### config.mk
export PLATFORM = sky130hd
export DESIGN_NAME = snake_game_ctrl
export DESIGN_NICKNAME = d
export VERILOG_FILES = /design/src/rtl/snake_pkg.sv /design/src/rtl/snake_game_ctrl_bcd_counter4.sv /design/src/rtl/snake_game_ctrl.sv
export SDC_FILE = /design/constraint.sdc
export NUM_CORES = 1
export LEC_CHECK = 0
export BUFFER_PORTS_ARGS = -buffer_cell sky130_fd_sc_hd__buf_2
export CORE_ASPECT_RATIO = 1.4
export CORE_UTILIZATION = 63
export DETAILED_ROUTE_END_ITERATION = 6
export PLACE_DENSITY = 0.83
export SETUP_SLACK_MARGIN = 0.02
export SLEW_MARGIN = 20
export SYNTH_ARGS = -nofsm -noshare
export SYNTH_HDL_FRONTEND = slang
export SYNTH_HIERARCHICAL = 1
export SYNTH_SLANG_ARGS = --single-unit
### constraint.sdc
create_clock -name clk -period 4.5 [get_ports clk]
set_input_delay 0.225 -clock clk [delete_from_list [all_inputs] [get_ports clk]]
set_output_delay 0.225 -clock clk [all_outputs]
set_load 0.05 [all_outputs]
### src/rtl/snake_pkg.sv
// Shared types and constants for the snake game controller.
//   game_state_e : top-level game flow encoding (value is visible on state_o)
//   GridW/GridHDef : playfield geometry, CoordW : width of a cell coordinate
//   BcdW : width of a 4-digit BCD counter
package snake_pkg;

  typedef enum logic [1:0] {
    StIdle  = 2'd0,
    StSpawn = 2'd1,
    StPlay  = 2'd2,
    StOver  = 2'd3
  } game_state_e;

  localparam int unsigned GridW    = 32;
  localparam int unsigned GridHDef = 24;
  localparam int unsigned CoordW   = 5;
  localparam int unsigned BcdW     = 16;

endpackage

### src/rtl/snake_game_ctrl_bcd_counter4.sv
// Four-digit saturating BCD counter.
//   clk, rst_n : clock, asynchronous active-low reset
//   clr_i      : synchronous clear (wins over inc_i)
//   inc_i      : add one, per-digit decimal carry, holds at 9999
//   q_o        : packed BCD value, digit 0 in [3:0]
module bcd_counter4
  import snake_pkg::*;
(
  input  logic            clk,
  input  logic            rst_n,
  input  logic            clr_i,
  input  logic            inc_i,
  output logic [BcdW-1:0] q_o
);

  logic [BcdW-1:0] cnt_q, cnt_d;
  logic            carry;

  always_comb begin
    cnt_d = cnt_q;
    carry = 1'b1;
    for (int i = 0; i < 4; i++) begin
      if (carry) begin
        if (cnt_q[4*i +: 4] == 4'd9) begin
          cnt_d[4*i +: 4] = 4'd0;
        end else begin
          cnt_d[4*i +: 4] = cnt_q[4*i +: 4] + 4'd1;
          carry = 1'b0;
        end
      end
    end
    if (!inc_i || cnt_q == 16'h9999) cnt_d = cnt_q;
    if (clr_i) cnt_d = '0;
  end

  always_ff @(posedge clk or negedge rst_n) begin
    if (!rst_n) cnt_q <= '0;
    else        cnt_q <= cnt_d;
  end

  assign q_o = cnt_q;

endmodule

### src/rtl/snake_game_ctrl.sv
// Snake game sequencer: edge-detects the collision/start levels, runs the
// IDLE/SPAWN/PLAY/GAME_OVER flow, places apples with bounded retry, keeps BCD
// score and elapsed seconds, and generates a shrinking-period move tick.
//   start_i/cllsn_i/apple_cllsn_i : level inputs, one event per rising level
//   rand_x_i/rand_y_i, occupied_i : apple candidate source and occupancy answer
//   rand_ld_o, query_vld_o, query_x_o/query_y_o : placement handshake
//   apple_x_o/apple_y_o : committed apple, move_tick_o : snake step pulse
//   state_o, score_bcd_o, time_bcd_o : status for display
module snake_game_ctrl
  import snake_pkg::*;
#(
  parameter int unsigned SecCycles = 100_000_000,
  parameter int unsigned StepInit  = 10_000_000,
  parameter int unsigned StepMin   = 2_500_000,
  parameter int unsigned StepDec   = 250_000,
  parameter int unsigned GridH     = GridHDef,
  parameter int unsigned MaxRetry  = 8
) (
  input  logic              clk,
  input  logic              rst_n,
  input  logic              start_i,
  input  logic              cllsn_i,
  input  logic              apple_cllsn_i,
  input  logic [CoordW-1:0] rand_x_i,
  input  logic [CoordW-1:0] rand_y_i,
  input  logic              occupied_i,
  output logic              rand_ld_o,
  output logic              query_vld_o,
  output logic [CoordW-1:0] query_x_o,
  output logic [CoordW-1:0] query_y_o,
  output logic [CoordW-1:0] apple_x_o,
  output logic [CoordW-1:0] apple_y_o,
  output logic              move_tick_o,
  output logic [1:0]        state_o,
  output logic [BcdW-1:0]   score_bcd_o,
  output logic [BcdW-1:0]   time_bcd_o
);

  localparam logic [CoordW-1:0] GridHY = CoordW'(GridH);

  game_state_e       state_q;
  logic [1:0]        phase_q;
  logic              start_q, cllsn_q, apple_q;
  logic              rand_ld_q, query_vld_q, move_tick_q;
  logic [CoordW-1:0] query_x_q, query_y_q, apple_x_q, apple_y_q;
  int unsigned       retry_q, sec_cnt_q, step_cnt_q, period_q;

  logic        start_ev, cllsn_ev, apple_ev;
  logic        time_run, sec_wrap, step_wrap, cand_bad;
  logic        cnt_clr, score_inc;
  int unsigned period_next;

  assign start_ev  = start_i & ~start_q;
  assign cllsn_ev  = cllsn_i & ~cllsn_q;
  assign apple_ev  = apple_cllsn_i & ~apple_q;

  assign time_run  = (state_q == StSpawn) || (state_q == StPlay);
  assign sec_wrap  = time_run && (sec_cnt_q == SecCycles - 1);
  assign step_wrap = (state_q == StPlay) && (step_cnt_q == period_q - 1);
  assign cand_bad  = occupied_i || (query_y_q >= GridHY);
  assign cnt_clr   = start_ev && ((state_q == StIdle) || (state_q == StOver));
  // Collision wins: an apple reached in the same cycle as a crash is not scored.
  assign score_inc = (state_q == StPlay) && apple_ev && !cllsn_ev;

  // Guarded subtraction so the period never underflows below the floor.
  assign period_next = (period_q >= StepMin + StepDec) ? period_q - StepDec : StepMin;

  always_ff @(posedge clk or negedge rst_n) begin
    if (!rst_n) begin
      state_q     <= StIdle;
      phase_q     <= 2'd0;
      start_q     <= 1'b0;
      cllsn_q     <= 1'b0;
      apple_q     <= 1'b0;
      rand_ld_q   <= 1'b0;
      query_vld_q <= 1'b0;
      move_tick_q <= 1'b0;
      query_x_q   <= '0;
      query_y_q   <= '0;
      apple_x_q   <= '0;
      apple_y_q   <= '0;
      retry_q     <= '0;
      sec_cnt_q   <= '0;
      step_cnt_q  <= '0;
      period_q    <= StepInit;
    end else begin
      start_q     <= start_i;
      cllsn_q     <= cllsn_i;
      apple_q     <= apple_cllsn_i;
      rand_ld_q   <= 1'b0;
      query_vld_q <= 1'b0;
      move_tick_q <= 1'b0;
      if (time_run) sec_cnt_q <= sec_wrap ? '0 : sec_cnt_q + 1;
      case (state_q)
        StIdle, StOver: begin
          if (start_ev) begin
            retry_q    <= '0;
            period_q   <= StepInit;
            sec_cnt_q  <= '0;
            step_cnt_q <= '0;
            phase_q    <= 2'd0;
            rand_ld_q  <= 1'b1;
            state_q    <= StSpawn;
          end
        end
        StSpawn: begin
          unique case (phase_q)
            2'd0: begin
              query_x_q   <= rand_x_i;
              query_y_q   <= rand_y_i;
              query_vld_q <= 1'b1;
              phase_q     <= 2'd1;
            end
            2'd1: phase_q <= 2'd2;
            default: begin
              if (cand_bad && (retry_q < MaxRetry)) begin
                retry_q   <= retry_q + 1;
                phase_q   <= 2'd0;
                rand_ld_q <= 1'b1;
              end else begin
                // Forced accept may carry an off-grid row; fold it to row 0.
                apple_x_q <= query_x_q;
                apple_y_q <= (query_y_q >= GridHY) ? '0 : query_y_q;
                retry_q   <= '0;
                state_q   <= StPlay;
              end
            end
          endcase
        end
        StPlay: begin
          if (cllsn_ev) begin
            state_q <= StOver;
          end else if (apple_ev) begin
            period_q   <= period_next;
            step_cnt_q <= '0;
            phase_q    <= 2'd0;
            rand_ld_q  <= 1'b1;
            state_q    <= StSpawn;
          end else begin
            step_cnt_q  <= step_wrap ? '0 : step_cnt_q + 1;
            move_tick_q <= step_wrap;
          end
        end
        default: state_q <= StIdle;
      endcase
    end
  end

  bcd_counter4 u_score (
    .clk  (clk),
    .rst_n(rst_n),
    .clr_i(cnt_clr),
    .inc_i(score_inc),
    .q_o  (score_bcd_o)
  );

  bcd_counter4 u_time (
    .clk  (clk),
    .rst_n(rst_n),
    .clr_i(cnt_clr),
    .inc_i(sec_wrap),
    .q_o  (time_bcd_o)
  );

  assign rand_ld_o   = rand_ld_q;
  assign query_vld_o = query_vld_q;
  assign query_x_o   = query_x_q;
  assign query_y_o   = query_y_q;
  assign apple_x_o   = apple_x_q;
  assign apple_y_o   = apple_y_q;
  assign move_tick_o = move_tick_q;
  assign state_o     = state_q;

endmodule

==> results of run 1 <==
-- state kept, by name (all words and copies together), names as in the netlist, 2 cells and up --
name and count:
phase_q 2, period_q 28, sec_cnt_q 32, u_time/q_o 16, retry_q 32, u_score/q_o 16, query_x_o 5, query_y_o 5
apple_x_o 5, step_cnt_q 32, state_o 2, apple_y_o 5
-- layout by cell type, fill, tap and decap left out, types with 17 or more instances in the layout --
cell type | netlist | layout
xor2_1 | 44 | 44
nor2b_1 | 21 | 21
nand4_1 | 41 | 41
nor4_1 | 24 | 24
nand2_1 | 116 | 116
o21ai_0 | 51 | 51
and3_1 | 19 | 19
nor3_1 | 34 | 34
inv_1 | 27 | 27
nor2_1 | 157 | 155
clkbuf_16 | 0 | 17
xnor2_1 | 32 | 32
a21oi_1 | 56 | 56
nand3_1 | 100 | 100
ha_1 | 17 | 17
buf_2 | 9 | 71
dfrtp_1 | 178 | 178
a31oi_1 | 30 | 30
-- per-stage QoR --
stage / total power, uW / cells / hold WS [ns]
after floorplan: 3400 / 1226 / -0.0706
after global placement: 3820 / 1442 / 0.352
after detailed placement: 3870 / 1442 / 0.360
after CTS: 5480 / 1477 / 0.00648
after global routing: 5740 / 1478 / 0.0127
final: 5480 / 1478 / 0.0232
-- area by class of cell --
cell class	instances	area, um2	area share
clock inverter	12	186	0.0157
multi-input combinational	940	5710	0.480
clock buffer	19	443	0.0372
inverter	27	101	0.00852
sequential	186	4660	0.392
timing repair buffer	91	534	0.0449
tap	203	254	0.0214
-- cells by family after synthesis --
| group | after synthesis | synth area share |
|---|---|---|
| and+or+nand+nor | 611 | 0.294 |
| AOI/OAI and AO/OA | 206 | 0.121 |
| DFF | 186 | 0.431 |
| buffers and inverters | 100 | 0.0445 |
| xor gates and xnor gates | 76 | 0.0615 |
| muxes | 30 | 0.0296 |
| adders and majority gates | 17 | 0.0196 |
-- worst paths after layout --
check / start / to / cells past startpoint
setup / recovery: state_o[0]$_DFFE_PN0P_ / u_time/q_o[15]$_DFFE_PN0P_ / 12
hold / removal: rand_x_i[3] / query_x_o[3]$_DFFE_PN0P_ / 2
setup reg to reg: state_o[0]$_DFFE_PN0P_ / u_time/q_o[15]$_DFFE_PN0P_ / 12
hold reg to reg: apple_y_o[0]$_DFFE_PN0P_ / apple_y_o[0]$_DFFE_PN0P_ / 2
max in group asynchronous: rst_n / period_q[12]$_DFFE_PN1P_ / 3
min in group asynchronous: rst_n / query_x_o[1]$_DFFE_PN0P_ / 2
-- metal layers --
layer,part of all wire,wire (um)
met1,0.42,10400
met2,0.52,12900
met3,0.030,759
met4,0.033,835
met5,0,0
-- power groups by stage --
stage	Combinational [uW]	Clock [uW]	Sequential [uW]
floorplan	972	0	2420
global placement	1740	0	2080
detailed placement	1780	0	2100
CTS	1800	1620	2070
global route	1960	1680	2100
finish	1810	1600	2070
-- cell usage after synthesis, drive strengths merged (8+ instances only) --
cell	n	area, um2
nor3	35	180
mux2	16	180
clkbuf	50	208
and4	14	125
and3	19	119
dfstp	8	210
inv	27	101
ha	17	213
nand2b	9	56.3
xnor2	32	280
xor2	44	385
nand2	118	458
nand3b	11	82.6
nand4	42	269
nor2b	21	131
nor4	27	188
mux2i	14	140
or3	11	68.8
nor2	157	589
a31oi	30	188
a21oi	57	289
dfrtp	178	4450
o211ai	8	60.1
buf	23	173
nand3	100	500
o21ai	54	270
==> results by group, run 1 <==
Clocking
  • Post-CTS sizing: 0
  • Postcts setup bufs: 0
  • Root buffer selected by CTS: clkbuf_16
  • CTS buffer count: 17
  • Hold Buf Count CTS: 4
  • Clk sinks: 186
  • H-tree levels: 4
  • CTS tree: built
  • Clock latency on the worst-skew pair: 0.43 ns
  • Worst-path clk slew: 0.07 ns
  • CTS Buffer Depth: 2

Worst setup path
  • Flop-to-flop setup slack: 1.22 ns
  • Family with the most delay on the worst path: simple AND/OR/NAND/NOR gates
  • Slowest CP cell: and4b_1
  • CP Max Fanout: 12
  • Setup crit start kind: flop
  • CP peak stage delay: 0.47 ns
  • CP most frequent cell: and3_1
  • Crit path kind: reg -> reg
  • CP Cell Sequence: inv_1 -> ha_1 -> nor2b_1 -> and3_1 -> and3_1 -> nand3_1 -> nor2_1 -> buf_4 -> and4b_1 -> and4_2 -> a21oi_1 -> a31o_2
  • CP bufs+invs: 2
  • Worst EP arrival: 3.61 ns
  • Nature of the critical path endpoint: flop
  • Crit path required time: 4.82 ns

STA
  • Fin. max-slew vios: 0
  • RSZ-0062 raised after global routing: false
  • Max Freq: 304 MHz
  • Worst relative slew slack: 0.404
  • Setup TNS: 0 ns
  • PnR worst setup slack: 1.22 ns
  • Hold Fails Final Rpt: 0
  • Setup violations, final: 0
  • Worst-margin pin slew: 0.894 ns
  • Fin crit period: 3.28 ns
  • Fin crit share: 0.730
  • Clock Skews: 0.0108 ns

Flow run
  • Max Cap Viol: 0

Drt
  • Vias: 9352
  • Number of routed nets with antenna violations: 0
  • Drt first pass iters: 5
  • Drt drc: 0
  • Initial DRC Count: 655
  • Via/cell ratio: 6.33
  • DRT Wirelength: 24900 um
  • Routed WL per cell: 16.9 um

Global route
  • Initial antenna violation count: 0
  • Top Usage Layer GRT: met2
  • Grt ovf: 0
  • Routing usage on met1: 0.351
  • First-pass GRT wire length: 41900 um
  • Vias in the first global route: 8857
  • Global Route met3 Usage: 0.0420
  • Met2 usage: 0.517
  • Total GRT Usage: 0.293
  • Largest net degree at the start of global routing: 115

Power and ir drop
  • Leakage: 0.00541 uW
  • Clock share of power: 0.292
  • Sw frac: 0.397
  • Net switching power: 2180 uW
  • Pwr/cell area: 461 nW/um2
  • Comb pwr share: 0.330
  • Worst VDD drop: 294 uV
  • Cell internal pwr: 3300 uW
  • Share of power burned in registers: 0.378

Die
  • DIE AREA: 17700 um2
  • Die height: 157 um
  • Row count: 56
  • Die X: 113 um
  • Core area: 16800 um2
  • Starting Density: 0.644
  • I/O pin total: 73

Cells and area
  • # diodes: 0
  • Finished Cell Area: 11900 um2
  • Area growth syn-to-layout: 9.83%
  • Nets: 1296
  • Fill cell count: 1235
  • Final core occ: 0.707
  • Share of cells above drive strength 1: 0.134

Synth
  • FFs w/ async S/R, synth: 1.00
  • Yosys reg bits: 186
  • Yosys warns: 6
  • Ys flop type: dfrtp_1
  • Post-synth EDFFs: 0
  • Syn_nets: 1259
  • Avg Cell Area, Syn: 8.83 um2
  • Mapped Area: 10800 um2
  • Gate Count Post-Synth: 1226
  • Seq/Total Area, Yosys: 0.431
  • Unique cell type count in the Yosys netlist: 76

Hold path
  • Worst Hold Class: in -> reg

Placement
  • Placer Congestion: 0.934
  • Dpl ws: 1.23 ns
  • Hpwl dp: 16900 um
  • Placed Area: 11200 um2
  • # port buffers: 72

Outcome
  • Status: finished, final reports clean
(Power assumes the default switching activity.)
==> inputs of run 2 (changes only) <==
--- a/config.mk
+++ b/config.mk
@@ -5,11 +5,12 @@
 export SDC_FILE = /design/constraint.sdc
 export NUM_CORES = 1
 export LEC_CHECK = 0
+export ABC_AREA = 1
 export BUFFER_PORTS_ARGS = -buffer_cell sky130_fd_sc_hd__buf_2
 export CORE_ASPECT_RATIO = 1.4
-export CORE_UTILIZATION = 63
+export CORE_UTILIZATION = 62
 export DETAILED_ROUTE_END_ITERATION = 6
-export PLACE_DENSITY = 0.83
+export PLACE_DENSITY = 0.81
 export SETUP_SLACK_MARGIN = 0.02
 export SLEW_MARGIN = 20
 export SYNTH_ARGS = -nofsm -noshare
==> constraint.sdc (replaced) <==
create_clock -name clk -period 3.4 [get_ports clk]
set_input_delay 0.17 -clock clk [delete_from_list [all_inputs] [get_ports clk]]
set_output_delay 0.17 -clock clk [all_outputs]
set_load 0.05 [all_outputs]
==> results by group, run 2 <==
Global route
  • Total GRT Usage: 0.312 (+0.0186)
  • Largest net degree at the start of global routing: 98 (-15%)
  • Vias in the first global route: 10100 (+14%)
  • Grt ovf: 0 (unchanged)
  • First-pass GRT wire length: 46100 um (+9.9%)
  • Initial antenna violation count: 0 (unchanged)

STA
  • Hold Fails Final Rpt: 0 (unchanged)
  • Fin crit share: 0.893 (+0.163)
  • Setup violations, final: 0 (unchanged)
  • Max Freq: 329 MHz (+8.2%)
  • Worst relative slew slack: 0.461 (+0.0569)
  • Clock Skews: 0.0126 ns (+0.00182 ns)
  • Fin crit period: 3.04 ns (-0.249 ns)
  • Setup TNS: 0 ns (unchanged)
  • PnR worst setup slack: 0.365 ns (-0.851 ns)
  • Worst-margin pin slew: 0.807 ns (-0.0873 ns)
  • RSZ-0062 raised after global routing: false
  • Fin. max-slew vios: 0 (unchanged)

Synth
  • Count leader, synth: nand2_1
  • FFs w/ async S/R, synth: 1.00 (unchanged)
  • Largest cells by area after synthesis: dfrtp_1, nand2_1, nor2_1
  • Synth top area share: 0.397 (-0.0139)
  • Mapped Area: 11200 um2 (+3.5%)
  • Commonest cells post-synth: nand2_1, nor2_1, inv_1, dfrtp_1, nand3_1
  • Cell taking the most area after synthesis: dfrtp_1
  • Yosys reg bits: 186 (unchanged)
  • Unique cell type count in the Yosys netlist: 49 (-36%)
  • Ys flop type: dfrtp_1
  • Yosys warns: 6 (unchanged)
  • Syn_nets: 1576 (+25%)
  • Gate Count Post-Synth: 1543 (+26%)
  • Seq/Total Area, Yosys: 0.416 (-0.0146)
  • Avg Cell Area, Syn: 7.26 um2 (-18%)
  • Post-synth EDFFs: 0 (unchanged)

Power and ir drop
  • Leakage: 0.00618 uW (+14%)
  • Pwr/cell area: 702 nW/um2 (+52%)
  • Worst VDD drop: 614 uV (+110%)
  • Power Total: 8830 uW (+61%)

Cells and area
  • Commonest non-fill, non-tap cell in the layout: nand2_1
  • Fill cell count: 1400 (+13%)
  • Nets: 1663 (+28%)
  • Share of cells above drive strength 1: 0.118 (-0.0166)
  • # diodes: 0 (unchanged)
  • Most frequent cells in the layout: nand2_1, nor2_1, inv_1
  • Area growth syn-to-layout: 12.2%
  • Biggest regs: retry_q x32, sec_cnt_q x32, step_cnt_q x32
  • Layout Cells excl Fill: 1878 (+27%)

Clocking
  • Clk sinks: 186 (unchanged)
  • Post-CTS sizing: 0 (unchanged)
  • Postcts setup bufs: 0 (unchanged)
  • Root buffer selected by CTS: clkbuf_16
  • H-tree levels: 4 (unchanged)
  • CTS Buffer Depth: 2 (unchanged)
  • CTS tree: built
  • Clock latency on the worst-skew pair: 0.44 ns (about the same)
  • Worst-path clk slew: 0.07 ns (about the same)
  • CTS buffer count: 17 (unchanged)

Die
  • Die height: 161 um (+2.5%)
  • I/O pin total: 73 (unchanged)
  • DIE AREA: 18600 um2 (+5.1%)
  • Row count: 57 (+1.8%)
  • Starting Density: 0.639 (-0.00512)
  • Core area: 17500 um2 (+4.3%)
  • Die X: 116 um (+2.5%)

Hold path
  • WHS Endpoint: retry_q[1]$_DFFE_PN0P_
  • Worst hold stages: 5 (+3)
  • Worst Hold Launch: occupied_i
  • Worst Hold Class: in -> reg

Placement
  • Hpwl dp: 19700 um (+16%)
  • Dpl ws: 0.469 ns (-0.760 ns)
  • DP Cell Count: 1833 (+27%)
  • Placer Congestion: 0.934 (unchanged)
  • # port buffers: 72 (unchanged)

Outcome
  • Status: finished, final reports clean

Drt
  • Drt drc: 0 (unchanged)
  • Via/cell ratio: 5.47 (-14%)
  • Drt first pass iters: 5 (unchanged)
  • Initial DRC Count: 806 (+23%)
  • DRT Wirelength: 27200 um (+9.1%)
  • Number of routed nets with antenna violations: 0 (unchanged)
  • Vias: 10300 (+9.9%)
  • Routed WL per cell: 14.5 um (-14%)

Worst setup path
  • FF-to-FF Start: state_o[0]$_DFFE_PN0P_
  • Crit path required time: 3.73 ns (-1.09 ns)
  • Worst Reg-to-Reg Cells: 8 (-4)
  • Crit path kind: reg -> reg
  • Nature of the critical path endpoint: flop
  • Setup crit start kind: flop
  • Worst EP arrival: 3.36 ns (-0.25 ns)
  • Reg2reg end: sec_cnt_q[10]$_DFF_PN0_
  • CP Max Fanout: 19 (+7)
  • Flop-to-flop setup slack: 0.36 ns (-0.85 ns)

Flow run
  • Max Cap Viol: 0 (unchanged)
==> run 2: how the worst max path moves through the flow <==
stage | endpoint | depth (start not counted) | start
after global placement | sec_cnt_q[25]$_DFF_PN0_ | 9 | state_o[0]$_DFFE_PN0P_
after global routing | sec_cnt_q[24]$_DFF_PN0_ | 9 | state_o[0]$_DFFE_PN0P_
final | sec_cnt_q[10]$_DFF_PN0_ | 8 | state_o[0]$_DFFE_PN0P_
after floorplan | retry_q[3]$_DFFE_PN0P_ | 12 | state_o[0]$_DFFE_PN0P_
after CTS | sec_cnt_q[10]$_DFF_PN0_ | 8 | state_o[0]$_DFFE_PN0P_
after detailed placement | sec_cnt_q[12]$_DFF_PN0_ | 9 | state_o[0]$_DFFE_PN0P_
==> run 2: cells by family after synthesis <==
group / after synthesis / share of synthesized area
simple gates: 906 / 0.358
flops: 186 / 0.416
compound gates: 141 / 0.0745
mux: 5 / 0.00502
xor+xnor: 52 / 0.0406
fa+ha+maj: 17 / 0.0190
buf+inv: 236 / 0.0872
==> run 2: routing by layer <==
layer  GRT usage  routed length (um)
met5           0                   0
met4       0.171                1190
met3      0.0477                1240
met2       0.536               13700
met1       0.371               11100
==> run 2: area by class of cell <==
type	count	area, um2	area share
Multi-Input combinational cell	1121	5570	0.443
Tap cell	236	295	0.0235
Clock inverter	14	200	0.0159
Timing Repair Buffer	101	634	0.0504
Inverter	203	790	0.0628
Clock buffer	17	425	0.0338
Sequential cell	186	4660	0.371
==> run 2: through the flow <==
stage / hold WS (ns) / instance area [um2] / util
floorplan: -0.126 / 11200 / -
global placement: 0.291 / 11800 / 0.673
detailed placement: 0.293 / 11800 / 0.673
CTS: 0.246 / 12600 / 0.717
global route: 0.349 / 12600 / 0.717
finish: 0.287 / 12600 / 0.717
==> run 2: report_power, final <==
part	internal, uW	leakage, uW	switching, uW
combinational	1020	0.00339	2670
clock	1130	0.000305	974
sequential	2600	0.00249	435
total	4750	0.00618	4080
==> run 2: repair_timing <==
item                                   4_1_cts  5_1_grt
hold buffers                                14        0
setup endpoints to repair                    0        0
endpoints found under the hold margin       99        0
==> run 2: critical path: stages (launching register included) <==
cell,delay (ns)
dfrtp_1,0.41
inv_1,0.06
ha_1,0.37
nor2_1,0.07
nand3_1,0.08
nor2_1,0.13
nor2_1,0.64
clkinv_1,0.75
a221oi_1,0.42
